==> src/rtl/uart_defs_pkg.sv <==
// Shared UART definitions: SLIP framing byte codes, decoder state type and
// a saturating counter helper.
package uart_defs;

  localparam logic [7:0] SLIP_END     = 8'hC0;
  localparam logic [7:0] SLIP_ESC     = 8'hDB;
  localparam logic [7:0] SLIP_ESC_END = 8'hDC;
  localparam logic [7:0] SLIP_ESC_ESC = 8'hDD;

  typedef enum logic [1:0] {
    HUNT = 2'd0,
    DATA = 2'd1,
    ESC  = 2'd2,
    DROP = 2'd3
  } SlipState_t;

  function automatic logic [15:0] sat_inc16(input logic [15:0] v);
    return (v == 16'hFFFF) ? v : v + 16'd1;
  endfunction

endpackage

==> src/rtl/uart_slip_decoder.sv <==
// SLIP (RFC 1055) frame decoder with one byte of lookahead so that the
// last marker rides on the final payload byte, plus frame/error statistics.
module uart_slip_decoder
  import uart_defs::*;
#(
  parameter int MAX_LEN = 256,
  parameter int CNT_W   = $clog2(MAX_LEN + 1)
) (
  input  logic             clk,
  input  logic             rst,
  input  logic             enable_i,
  input  logic [7:0]       in_d_i,
  input  logic             in_valid_i,
  output logic             in_ready_o,
  output logic [7:0]       out_d_o,
  output logic             out_valid_o,
  output logic             out_last_o,
  output logic             out_err_o,
  input  logic             out_ready_i,
  output logic             frame_done_o,
  output logic [CNT_W-1:0] frame_len_o,
  output logic             err_esc_o,
  output logic             err_overlen_o,
  output logic [15:0]      frame_cnt_o,
  output logic [15:0]      err_cnt_o
);

  localparam logic [CNT_W-1:0] MAX_CNT = CNT_W'(MAX_LEN);

  SlipState_t       state_r, state_nx;
  logic [7:0]       hold_d_r, hold_d_nx;
  logic             hold_v_r, hold_v_nx;
  logic [CNT_W-1:0] count_r, count_nx;

  logic       accept;
  logic       push;
  logic [7:0] push_d;
  logic       push_last;
  logic       push_err;
  logic       dec_v;
  logic [7:0] dec_b;
  logic       done_ev;
  logic       esc_ev;
  logic       ovl_ev;

  // A byte may only enter when the output register is free or draining this cycle.
  assign in_ready_o = enable_i & (~out_valid_o | out_ready_i);
  assign accept     = in_valid_i & in_ready_o;

  always_comb begin
    state_nx  = state_r;
    hold_d_nx = hold_d_r;
    hold_v_nx = hold_v_r;
    count_nx  = count_r;
    push      = 1'b0;
    push_d    = hold_d_r;
    push_last = 1'b0;
    push_err  = 1'b0;
    dec_v     = 1'b0;
    dec_b     = in_d_i;
    done_ev   = 1'b0;
    esc_ev    = 1'b0;
    ovl_ev    = 1'b0;

    if (accept) begin
      case (state_r)
        HUNT: begin
          if (in_d_i == SLIP_END) state_nx = DATA;
          else                    state_nx = HUNT;
        end
        DATA: begin
          if (in_d_i == SLIP_END) begin
            if (hold_v_r) begin
              push      = 1'b1;
              push_last = 1'b1;
              done_ev   = 1'b1;
              hold_v_nx = 1'b0;
            end else begin
              push      = 1'b0;
            end
            count_nx = '0;
          end else if (in_d_i == SLIP_ESC) begin
            state_nx = ESC;
          end else begin
            dec_v = 1'b1;
          end
        end
        ESC: begin
          case (in_d_i)
            SLIP_ESC_END: begin
              dec_v    = 1'b1;
              dec_b    = SLIP_END;
              state_nx = DATA;
            end
            SLIP_ESC_ESC: begin
              dec_v    = 1'b1;
              dec_b    = SLIP_ESC;
              state_nx = DATA;
            end
            // A bad escape followed by END still delimits the next frame.
            SLIP_END: begin
              esc_ev   = 1'b1;
              state_nx = DATA;
            end
            default: begin
              esc_ev   = 1'b1;
              state_nx = DROP;
            end
          endcase
        end
        DROP: begin
          if (in_d_i == SLIP_END) begin
            state_nx = DATA;
            count_nx = '0;
          end else begin
            state_nx = DROP;
          end
        end
        default: state_nx = HUNT;
      endcase
    end else begin
      dec_v = 1'b0;
    end

    // Decoded byte: shift the lookahead byte out and take its place.
    if (dec_v) begin
      if (count_r == MAX_CNT) begin
        ovl_ev   = 1'b1;
        state_nx = DROP;
      end else begin
        if (hold_v_r) begin
          push = 1'b1;
        end else begin
          push = 1'b0;
        end
        hold_d_nx = dec_b;
        hold_v_nx = 1'b1;
        count_nx  = count_r + {{(CNT_W-1){1'b0}}, 1'b1};
      end
    end else begin
      dec_v = 1'b0;
    end

    if (esc_ev | ovl_ev) begin
      if (hold_v_r) begin
        push      = 1'b1;
        push_last = 1'b1;
        push_err  = 1'b1;
      end else begin
        push      = 1'b0;
      end
      hold_v_nx = 1'b0;
      count_nx  = '0;
    end else begin
      ovl_ev = 1'b0;
    end
  end

  // Decoder state, lookahead byte and frame length.
  always_ff @(posedge clk or posedge rst) begin
    if (rst) begin
      state_r  <= HUNT;
      hold_d_r <= 8'h00;
      hold_v_r <= 1'b0;
      count_r  <= '0;
    end else begin
      state_r  <= state_nx;
      hold_d_r <= hold_d_nx;
      hold_v_r <= hold_v_nx;
      count_r  <= count_nx;
    end
  end

  // Output register: contents held while stalled, valid drops after a handshake.
  always_ff @(posedge clk or posedge rst) begin
    if (rst) begin
      out_d_o     <= 8'h00;
      out_valid_o <= 1'b0;
      out_last_o  <= 1'b0;
      out_err_o   <= 1'b0;
    end else if (push) begin
      out_d_o     <= push_d;
      out_valid_o <= 1'b1;
      out_last_o  <= push_last;
      out_err_o   <= push_err;
    end else if (out_ready_i) begin
      out_valid_o <= 1'b0;
      out_last_o  <= 1'b0;
      out_err_o   <= 1'b0;
    end
  end

  // Status pulses and saturating statistics, aligned with the output register.
  always_ff @(posedge clk or posedge rst) begin
    if (rst) begin
      frame_done_o  <= 1'b0;
      frame_len_o   <= '0;
      err_esc_o     <= 1'b0;
      err_overlen_o <= 1'b0;
      frame_cnt_o   <= 16'h0000;
      err_cnt_o     <= 16'h0000;
    end else begin
      frame_done_o  <= done_ev;
      err_esc_o     <= esc_ev;
      err_overlen_o <= ovl_ev;
      if (done_ev) begin
        frame_len_o <= count_r;
        frame_cnt_o <= sat_inc16(frame_cnt_o);
      end
      if (esc_ev | ovl_ev) begin
        err_cnt_o <= sat_inc16(err_cnt_o);
      end
    end
  end

endmodule

==> config.mk <==
export PLATFORM = sky130hd
export DESIGN_NAME = uart_slip_decoder
export DESIGN_NICKNAME = d
export VERILOG_FILES = /design/src/rtl/uart_defs_pkg.sv /design/src/rtl/uart_slip_decoder.sv
export SDC_FILE = /design/constraint.sdc
export NUM_CORES = 1
export LEC_CHECK = 0
export BUFFER_PORTS_ARGS = -buffer_cell sky130_fd_sc_hd__buf_4
export CORE_ASPECT_RATIO = 0.5
export CORE_MARGIN = 2
export CORE_UTILIZATION = 48
export CTS_CLUSTER_DIAMETER = 60
export DETAILED_ROUTE_END_ITERATION = 10
export PLACE_DENSITY = 0.81
export SYNTH_ARGS = -nofsm -noshare
export SYNTH_HDL_FRONTEND = slang
export SYNTH_SLANG_ARGS = --single-unit
==> constraint.sdc <==
create_clock -name clk -period 4.3 [get_ports clk]
set_input_delay 0.86 -clock clk [delete_from_list [all_inputs] [get_ports clk]]
set_output_delay 0.86 -clock clk [all_outputs]
set_load 0.005 [all_outputs]
* Word level (Yosys, flattened, before mapping)
Cells that the tools add are included.
** Cells by class
- Add/sub/neg operators :: 3
- Equal/unequal tests :: 10
- Multiplexer cells :: 49
- Bitwise logic cells :: 9
- Reduce and logical (&&, ||, !) cells :: 8
** Operator list (number)
- 2-to-1 mux 9 bit :: 6
- adder 16 x 1 -> 16 bit (second input constant) :: 2
- equality test 16 bit (second input constant) :: 2
- equality test 8 bit (second input constant) :: 4
- 2-to-1 mux 1 bit :: 31
- 2-to-1 mux 8 bit :: 2
- case mux 8 bit (2 select lines) :: 1
- 2-to-1 mux 2 bit :: 7
- adder 9 x 1 -> 9 bit (second input constant) :: 1
- equality test 9 bit (second input constant) :: 1
- case mux 2 bit (4 select lines) :: 1
- AND reduction 2 bit :: 3
- equality test 2 bit (second input constant) :: 2
- NOT 1 bit :: 4
- OR reduction 2 bit :: 2
- bitwise OR 1 bit :: 3
- OR reduction 3 bit :: 1
- bitwise AND 1 bit :: 2
- equality test 2 x 1 -> 1 bit (second input constant) :: 1
- zero test 2 bit :: 1
- case mux 1 bit (2 select lines) :: 1
- nonzero test 2 bit :: 1
** Word-level totals
- Register bits :: 75
- Input bits :: 13
- Output and inout port bits :: 56
- Word-level logic and storage cells :: 93

* Longest topological paths before layout
Gate-level depths: netlist of run 1.
- Depth after elaboration :: 10
- Depth in mapped cells :: 10
- Gate-level depth less buffers :: 8

* Least setup slack after synthesis of run 1
No wires, ideal clock.
- Kind :: in2reg
- Start point :: input in_d_i[0]
- End point :: register hold_d_r[0]
- Setup time :: 0.125 ns
- Arrival time :: 2.428 ns
- Data required time :: 4.175 ns
- Slack :: 1.747 ns
- Cell stages on the path :: 6
- Path buffers :: 1
- Cells stage by stage :: or4_4 a21o_1 a32oi_2 or2_2 buf_2 mux2_2
** On the way
- Cells in the longest elaborated chain, start to end :: 6
- Elaborated cells between the ends (all ways) :: 14
- Classes of those cells :: eq/ne: 4; mux: 8; reduce/logical: 2
** Ends and longest elaborated chain
- start: declaration :: RTL line uart_slip_decoder.sv:12 : input logic [7:0] in_d_i,
- equality test 8 bit (on tied branches) :: RTL line uart_slip_decoder.sv:89, uart_slip_decoder.sv:82
- OR reduction 2 bit (no source line) / 2-to-1 mux 1 bit (equally long branches)
- 2-to-1 mux 1 bit (on tied branches) :: RTL line uart_slip_decoder.sv:89, uart_slip_decoder.sv:72
- case mux 1 bit (2 select lines) :: RTL line uart_slip_decoder.sv:66 : case (state_r)
- 2-to-1 mux 1 bit :: RTL line uart_slip_decoder.sv:65 : if (accept) begin
- AND reduction 2 bit (no source line)
- end signal: assignment :: RTL line uart_slip_decoder.sv:168 : hold_d_r <= hold_d_nx;
- end: declaration :: RTL line uart_slip_decoder.sv:31 : logic [7:0] hold_d_r, hold_d_nx;
Several ways; a longest one is shown, not always the timed one.
A chain may end at the register's enable or synchronous reset.

* Final worst setup path of run 1
- Start point :: register state_r[0]
- End point :: register out_err_o
** On the way
- Cells in the longest elaborated chain, start to end :: 7
- Elaborated cells between the ends (all ways) :: 16
- Classes of those cells :: eq/ne: 2; mux: 12; bitwise: 1; reduce/logical: 1
** Ends and longest elaborated chain
- start: declaration :: RTL line uart_slip_decoder.sv:30 : SlipState_t state_r, state_nx;
- start signal: assignment :: RTL line uart_slip_decoder.sv:167 : state_r <= state_nx;
- equality test 2 bit / equality test 2 x 1 -> 1 bit (equally long branches) :: RTL line uart_slip_decoder.sv:66
- case mux 1 bit (2 select lines) / 2-to-1 mux 1 bit (equally long branches) :: RTL line uart_slip_decoder.sv:66
- 2-to-1 mux 1 bit :: RTL line uart_slip_decoder.sv:65
- 2-to-1 mux 1 bit (on tied branches) :: RTL line uart_slip_decoder.sv:126, uart_slip_decoder.sv:127
- bitwise OR 1 bit / 2-to-1 mux 1 bit (equally long branches) :: RTL line uart_slip_decoder.sv:144, uart_slip_decoder.sv:126
- 2-to-1 mux 1 bit :: RTL line uart_slip_decoder.sv:144 : if (esc_ev | ovl_ev) begin
- 2-to-1 mux 1 bit / nonzero test 2 bit (equally long branches)
- end signal: assignment :: RTL line uart_slip_decoder.sv:185 : out_err_o <= push_err;
- end: declaration :: RTL line uart_slip_decoder.sv:18 : output logic out_err_o,
Several ways; a longest one is shown, not always the timed one.

==> results of run 1 <==
layout by cell type, fill, tap and decap left out, types with 11 or more instances in the layout:
master   count
o21ai_0     12
nor2_1      19
xnor2_1     19
a21oi_1     17
and3_1      11
buf_4       69
nand2_1     48
dfrtp_1     75
nand3_1     21
mux2_2      15
registers in the layout (all words and copies together), names as in the netlist:
signal,count
err_overlen_o,1
frame_len_o,9
out_err_o,1
out_valid_o,1
err_cnt_o,16
hold_d_r,8
err_esc_o,1
out_last_o,1
hold_v_r,1
count_r,9
state_r,2
frame_done_o,1
frame_cnt_o,16
out_d_o,8
cell families (layout without fill, tap and decap cells):
group,count (synthesis),in the layout,share of synthesized area [%]
buffers and inverters,20,95,2.38
and+or+nand+nor,155,155,23.4
xor gates and xnor gates,29,29,6.90
adders and majority gates,8,8,2.72
AOI/OAI and AO/OA,47,47,8.70
muxes,16,16,4.89
DFF,75,75,51.0
final cells by class:
class,instances,area [um2]
multi-input cells,255,1720
repair buffers,69,518
flip-flops and latches,75,1880
well taps,96,120
clock inverters,5,55.1
fillers,624,2820
clock buffers,10,229
inverters,11,41.3
routing by layer:
metal,share of wire (%),wire [um],vias to the layer above,track usage [%]
met2,48,3830,72,35.2
met4,0.80,64,0,6.73
met5,0,0,-,0
li1,-,-,1373,-
met1,47,3740,1425,26.0
met3,4.8,385,6,5.66
worst max path at each step:
stage                              start                    end  slack, ns  cells past startpoint
floorplan                            rst   count_r[0]$_DFF_PP0_       1.53                      1
global placement               in_d_i[0]   count_r[5]$_DFF_PP0_       1.16                      7
detailed placement             in_d_i[0]   count_r[5]$_DFF_PP0_       1.14                      7
CTS                 state_r[0]$_DFF_PP0_  out_err_o$_DFFE_PP0P_       1.44                      8
global route        state_r[0]$_DFF_PP0_  out_err_o$_DFFE_PP0P_       1.11                      8
finish              state_r[0]$_DFF_PP0_  out_err_o$_DFFE_PP0P_       1.38                      8
power breakdown:
part           switching (uW)  internal, uW
clock network             276           443
registers                21.1           726
logic                    42.5          33.6
worst register-to-register path, stage by stage, from the launching register on:
cell and delay (ns):
dfrtp_1 0.41, inv_1 0.08, ha_1 0.40, nand2_1 0.08
nor3_1 0.35, a32oi_2 0.26, nor2_1 0.72, o21ai_0 0.20
a32o_1 0.30
through the flow:
stage	std cells	hold WS, ns
after floorplan	350	0.435
after global placement	506	0.458
after detailed placement	506	0.464
after CTS	521	0.478
after global routing	521	0.505
final	521	0.471
==> metrics, run 1 <==
Setup Viol. Count Final 0; Root Buffer clkbuf_16; pre-CTS WS 1.14 ns; clock slew at reported path FFs about 0.06 ns; CP max FO 14; First-pass DRT Iterations 4; Critical Path, Cell by Cell inv_1, ha_1, nand2_1, nor3_1, a32oi_2, nor2_1, o21ai_0, a32o_1; reg2reg end out_err_o$_DFFE_PP0P_; post-route setup TNS 0 ns; maximum clock path buffer count 2; Worst Skew about 0.0044 ns; initial DRC count 140; Worst Hold Launch frame_len_o[7]$_DFFE_PP0P_; Port Buffer Count 68; fin util 61.8%; Top FF cell, synth dfrtp_1; final worst path period share around two thirds; Via density ~5.5; cts bufs inserted 9; net count after synthesis approximately 370; WL final around 8000 um; crit path max-delay cell type nor2_1; Syn-to-layout area delta 23.8%; vias in the first global route 2,888; ANT nets after route 0; post-route minimum period approximately 2.9 ns; row cnt 22; largest net degree at the start of global routing between 40 and 50; Async S/R FF share, synth 100%; Die ar. between 8000 and 9000 um2; Synth Register Bits 75; instance count of the mapped netlist 350; worst ir drop on vdd 0.195 mV; total gr overflow 0; Slew headroom between 40% and 50%; DRC viols 0; width of the die approximately 130 um; Synth area leader dfrtp_1; Pwr Total roughly 1500 uW; area of the mapped netlist 3680 um2; Max Cap Viol 0; H-Tree Level Count 3; YS warnings 0; Max Freq between 300 and 400 MHz; Total GRT Usage 20.7%; Post-synth EDFFs 0; post-DP HPWL approximately 5700 um; area share of the largest cell type after synthesis between 50 and 60%; most frequent cells after synthesis 75 x dfrtp_1, 48 x nand2_1, 21 x nand3_1; post-synthesis sequential area ratio 51.0%; crit-path max cell delay 0.72 ns; delay-heaviest family, CP simple AND/OR/NAND/NOR gates; layout cells sized above 1 27.3%; GPL Wtd Cong around 0.88; Arr. time, crit path roughly 3.1 ns; DP Area between 4000 and 5000 um2; worst reg2reg path depth 8; Least-Margin Pin Slew 0.893 ns; setup ws final around 1.4 ns; Final Instance Area approximately 4600 um2; initial antenna violation count 0; IO Pins 69; most frequent cell after synthesis dfrtp_1; Fin. Hold Viols 0; WL/cell 15.4 um; Initial Util 49.9%; Hold Path Stages 2; R2R setup slack between 1 and 1.5 ns; routed vias roughly 2,900; first-pass GRT wire length about 14,000 um; Ant. Diodes 0; Total Nets Final around 440; outcome finished clean; post-synth cell types 59; Critical Path End Type flip-flop; cts hold-fix bufs 0; Core ar. 7380 um2; startpoint types flip-flop; TritonCTS clock tree yes; fin. max-slew vios 0; Die Y between 60 and 70 um; worst-skew pair later-pin latency between 0.3 and 0.4 ns; RR Startpoint state_r[0]$_DFF_PP0_; synth top area cells dfrtp_1 51%, nand2_1 4.9%, mux2_2 4.6%; CTS resizes 0; Bufs and invs on worst path 1; Hold EP frame_len_o[7]$_DFFE_PP0P_; RSZ-0062 raised after global routing false; Leak roughly 0.0023 uW; critical path type flip-flop to flip-flop; PwrDens ~340 nW/um2; Hold Crit Class flip-flop to flip-flop; WP data required 4.52 ns; post-CTS setup buffer count 0; Avg Cell Area, Syn around 11 um2; CTS sink cnt 75
No activity file was read; power rests on OpenSTA's default activity.
==> run 2: changes to the inputs <==
Clock period 4.3 ns to 2.8 ns, I/O delays scaled along.
==> metrics, run 2 (synthesis gave the netlist of run 1 again) <==
GPL Wtd Cong 0.862 (-2.1%); Switching Fraction 20.9% (-1.1 points); CTS resizes 0 (unchanged); multi-input logic area 1720 um2 (unchanged); Filler Cell Count 593 (-5.0%); NetSw 545 uW (+60%); Setup Viol. Count Final 0 (unchanged); critical path type flip-flop to flip-flop; layout cells sized above 1 28.7% (+1.4 points); Leak 0.00232 uW (+2.7%); Die ar. 8430 um2 (unchanged); commonest cells after routing, fill and taps aside 75 x dfrtp_1, 74 x buf_4, 48 x nand2_1; Max Cap Viol 0 (unchanged); initial antenna violation count 0 (unchanged); First-pass DRT Iterations 4 (unchanged); worst ir drop on vdd 0.346 mV (+78%); post-DP HPWL 5520 um (-3.1%); Die Y 65.9 um (unchanged); TritonCTS clock tree yes; Critical Path End Type flip-flop; first-pass GRT wire length 13,300 um (-1.9%); startpoint types flip-flop; outcome finished clean; IO Pins 69 (unchanged); cell internal pwr 2060 uW (+71%); Slew headroom 64.9% (+25 points); clock network power share 51.6% (+5.0 points); Via density 5.55 (+0.53%); Hold Crit Class input pin to async pin; Syn-to-layout area delta 27.2%; post-CTS setup buffer count 0 (unchanged); cts hold-fix bufs 0 (unchanged); largest net degree at the start of global routing 76 (+73%); WL final 7980 um (-0.55%); Worst Skew 0.00585 ns (+0.00148 ns); WP data required 3.02 ns (-1.50 ns); Max Freq 386 MHz (+13%); Pwr Total 2610 uW (+69%); biggest regs err_cnt_o x16, frame_cnt_o x16; Core ar. 7380 um2 (unchanged); final worst path period share 92.4% (+25 points); post-route minimum period 2.59 ns (-0.332 ns); Comb pwr share 4.5% (-0.4 points); clock slew at reported path FFs 0.06 ns (about the same); H-Tree Level Count 3 (unchanged); width of the die 128 um (unchanged); vias in the first global route 2,793 (-3.3%); RSZ-0062 raised after global routing false; total gr overflow 0 (unchanged); Reg area 1880 um2 (unchanged); Reg power frac 43.9% (-4.5 points); routed vias 2,930 (+1.9%); ANT nets after route 0 (unchanged); worst-skew pair later-pin latency 0.34 ns (about the same); maximum clock path buffer count 2 (unchanged); Ant. Diodes 0 (unchanged); Port Buffer Count 68 (unchanged); post-route setup TNS 0 ns (unchanged); commonest non-fill, non-tap cell in the layout dfrtp_1; Total Nets Final 448 (+1.4%); Root Buffer clkbuf_16; CP max FO 9 (-5); fin. max-slew vios 0 (unchanged); Least-Margin Pin Slew 0.524 ns (-0.369 ns); DRC viols 0 (unchanged); Initial Util 49.9% (unchanged); R2R setup slack 0.21 ns (-1.17 ns); Arr. time, crit path 2.81 ns (-0.33 ns); CTS sink cnt 75 (unchanged); Fin. Hold Viols 0 (unchanged); initial DRC count 265 (+89%); PwrDens 557 nW/um2 (+64%); Total GRT Usage 20.7% (about the same); cts bufs inserted 9 (unchanged); row cnt 22 (unchanged); WL/cell 15.1 um (-1.9%)
[run 2: cell types whose count changed in the layout (fill, tap and decap cells not counted)]
cell	change
buf_4	+5
bufinv_16	+2
clkinv_2	-2
buf_12	+1
clkbuf_1	-1
clkbuf_8	+1
clkinvlp_4	+1
[run 2: layer usage]
layer / vias up / share of wire, % / track usage (%)
met3: 7 / 5.3 / 6.88
met4: 0 / 1.0 / 6.46
met1: 1443 / 45 / 26.1
met2: 80 / 49 / 34.2
li1: 1400 / - / -
met5: - / 0 / 0
[run 2: critical path: stages (launching register included)]
cell and delay [ns]:
dfrtp_1 0.44, inv_1 0.10, ha_1 0.14, nor4bb_1 0.42
nand2_1 0.20, o22ai_1 0.29, nor2_4 0.13, a21oi_4 0.35
mux2_2 0.38
[run 2: worst paths after layout]
path,startpoint,endpoint,depth (start not counted)
min in group clk,in_d_i[2],hold_d_r[2]$_DFFE_PP0P_,3
max in group asynchronous,rst,frame_len_o[3]$_DFFE_PP0P_,3
worst min-delay path,rst,frame_cnt_o[2]$_DFFE_PP0P_,3
worst min register to register,frame_len_o[1]$_DFFE_PP0P_,frame_len_o[1]$_DFFE_PP0P_,2
worst max register to register,count_r[0]$_DFF_PP0_,out_d_o[4]$_DFFE_PP0P_,8
worst max-delay path,count_r[0]$_DFF_PP0_,out_d_o[4]$_DFFE_PP0P_,8
[run 2: area by class of cell]
| class | count | area share [%] |
|---|---|---|
| sequential | 75 | 40.1 |
| multi-input combinational | 255 | 36.7 |
| timing repair buffer | 75 | 12.3 |
| clock buffer | 10 | 5.10 |
| tap | 96 | 2.56 |
| clock inverter | 6 | 2.40 |
| inverter | 11 | 0.882 |
[run 2: power by group through the flow]
stage	logic [uW]	registers (uW)	clock network [uW]
after CTS	118	1140	1370
final	116	1150	1350
after global placement	115	1160	0
after floorplan	68.5	1160	0
after global routing	132	1150	1420
after detailed placement	117	1160	0
[run 2: stage by stage]
stage                     worst slack [ns]  hold slack (ns)  cells  utilization, %  instance area (um2)
after floorplan                      0.330            0.435    350               -                 3680
after global placement               0.203            0.466    512            58.7                 4330
after detailed placement             0.170            0.469    512            58.7                 4330
after CTS                            0.275            0.328    528            63.5                 4680
after global routing                0.0666            0.347    528            63.5                 4680
final                                0.213            0.308    528            63.5                 4680
==> run 3: changes to the inputs <==
Settings changed: RECOVER_POWER set to 100.
==> metrics, run 3 (synthesis gave the netlist of run 1 again) <==
outcome complete, but fails checks; violated checks capacitance limit, slew limit; Die Y 65.9 um (unchanged); layout cells sized above 1 23.8% (-4.9 points); startpoint types input pin; crit path max-delay cell type or4_1; Max Cap Viol 1 (+1); worst-skew pair later-pin latency 0.34 ns (about the same); fin. max-slew vios 76 (+76); Hold Crit Class input pin to flip-flop; crit-path max cell delay 0.60 ns (+0.16 ns); CTS sink cnt 75 (unchanged); Filler Cell Count 621 (+4.7%); H-Tree Level Count 3 (unchanged); Die ar. 8430 um2 (unchanged); commonest cells after routing, fill and taps aside 75 x dfrtp_1, 50 x clkbuf_4, 48 x nand2_1; routed vias 2,929 (-0.034%); Critical Path, Cell by Cell clkbuf_1, or4_1, a21o_1, a32oi_1, or2_0, mux2_2; largest net degree at the start of global routing 76 (unchanged); met1 WL 3650 um (+2.0%); post-CTS setup buffer count 0 (unchanged); WL/cell 15.1 um (about the same); Hold WS 0.470 ns (+0.162 ns); critical path type input pin to flip-flop; Met2 Routed Length 3820 um (-2.0%); DR WL met3 410 um (-2.1%); post-DP HPWL 5520 um (unchanged); Total Nets Final 448 (unchanged); Root Buffer clkbuf_16; maximum clock path buffer count 2 (unchanged); DRC viols 0 (unchanged); row cnt 22 (unchanged); WL final 7980 um (about the same); WP data required 3.02 ns (about the same); initial antenna violation count 0 (unchanged); commonest non-fill, non-tap cell in the layout dfrtp_1; final worst path period share 93.2% (+0.76 points); Syn-to-layout area delta 23.9%; Arr. time, crit path 2.83 ns (+0.02 ns); CP max FO 8 (-1); Max Freq 383 MHz (-0.82%); IO Pins 69 (unchanged); PwrDens 570 nW/um2 (+2.3%); width of the die 128 um (unchanged); post-route minimum period 2.61 ns (+0.0214 ns); GPL Wtd Cong 0.862 (unchanged); Bufs and invs on worst path 1 (unchanged); Slew headroom -19.7% (-85 points); clock slew at reported path FFs 0.06 ns (about the same); Core ar. 7380 um2 (unchanged); total gr overflow 0 (unchanged); worst ir drop on vdd 0.349 mV (+0.88%); RSZ-0062 raised after global routing false; Initial Util 49.9% (unchanged); Critical Path End Type flip-flop; Worst Skew 0.00592 ns (+0.0000733 ns); cts hold-fix bufs 0 (unchanged); ANT nets after route 0 (unchanged); Ant. Diodes 0 (unchanged); Via density 5.55 (about the same); CTS resizes 0 (unchanged); vias in the first global route 2,793 (unchanged); Total GRT Usage 20.7% (unchanged); Port Buffer Count 68 (unchanged); delay-heaviest family, CP simple AND/OR/NAND/NOR gates; Leak 0.00222 uW (-4.3%); initial DRC count 229 (-14%); Setup Viol. Count Final 0 (unchanged); First-pass DRT Iterations 5 (+1); cts bufs inserted 9 (unchanged); top layer in use met4; post-route setup TNS 0 ns (unchanged); first-pass GRT wire length 13,300 um (unchanged); biggest regs err_cnt_o x16, frame_cnt_o x16; Fin. Hold Viols 0 (unchanged); Least-Margin Pin Slew 1.80 ns (+1.27 ns); TritonCTS clock tree yes
run 3: area by class of cell:
type | instances | area, um2 | area share [%]
Sequential cell | 75 | 1880 | 41.1
Multi-Input combinational cell | 255 | 1650 | 36.1
Timing Repair Buffer | 75 | 523 | 11.5
Clock buffer | 10 | 239 | 5.24
Tap cell | 96 | 120 | 2.63
Clock inverter | 6 | 113 | 2.47
Inverter | 11 | 41.3 | 0.905
run 3: worst register-to-register path, stage by stage (launching register included):
cell      delay [ns]
dfrtp_1         0.44
inv_1           0.10
ha_1            0.14
nor4bb_1        0.41
nand2_1         0.20
o22ai_1         0.20
nor2_1          0.20
a21oi_4         0.37
mux2_2          0.39
run 3: metal layers:
layer | GRT usage, % | vias to the layer above
met1 | 26.1 | 1443
met2 | 34.2 | 84
li1 | - | 1391
met4 | 6.46 | 0
met5 | 0 | -
met3 | 6.88 | 11
run 3: worst paths after layout:
check | startpoint | to | slack, ns | cells after the start
setup / recovery | in_d_i[0] | hold_d_r[5]$_DFFE_PP0P_ | 0.19 | 6
hold / removal | in_d_i[2] | hold_d_r[2]$_DFFE_PP0P_ | 0.47 | 3
setup reg to reg | count_r[0]$_DFF_PP0_ | out_d_o[3]$_DFFE_PP0P_ | 0.22 | 8
hold reg to reg | frame_len_o[1]$_DFFE_PP0P_ | frame_len_o[1]$_DFFE_PP0P_ | 0.48 | 2
max in group asynchronous | rst | err_cnt_o[7]$_DFFE_PP0P_ | 0.87 | 3
min in group asynchronous | rst | out_d_o[1]$_DFFE_PP0P_ | 0.87 | 3
run 3: per-stage QoR:
step / power [uW] / instance area [um2] / cells / utilization, % / setup slack, ns
after floorplan: 1220 / 3680 / 350 / - / 0.330
after global placement: 1280 / 4330 / 512 / 58.7 / 0.203
after detailed placement: 1280 / 4330 / 512 / 58.7 / 0.170
after CTS: 2630 / 4680 / 528 / 63.5 / 0.275
after global routing: 2690 / 4560 / 528 / 61.8 / 0.0460
final: 2600 / 4560 / 528 / 61.8 / 0.191
run 3: where the power goes:
group	leakage (uW)	switching, uW	internal (uW)	total, uW
Sequential	0.00103	28.7	1120	1140
Combinational	0.00104	61.8	48.5	110
Clock	0.000161	450	894	1340
Total	0.00222	541	2060	2600
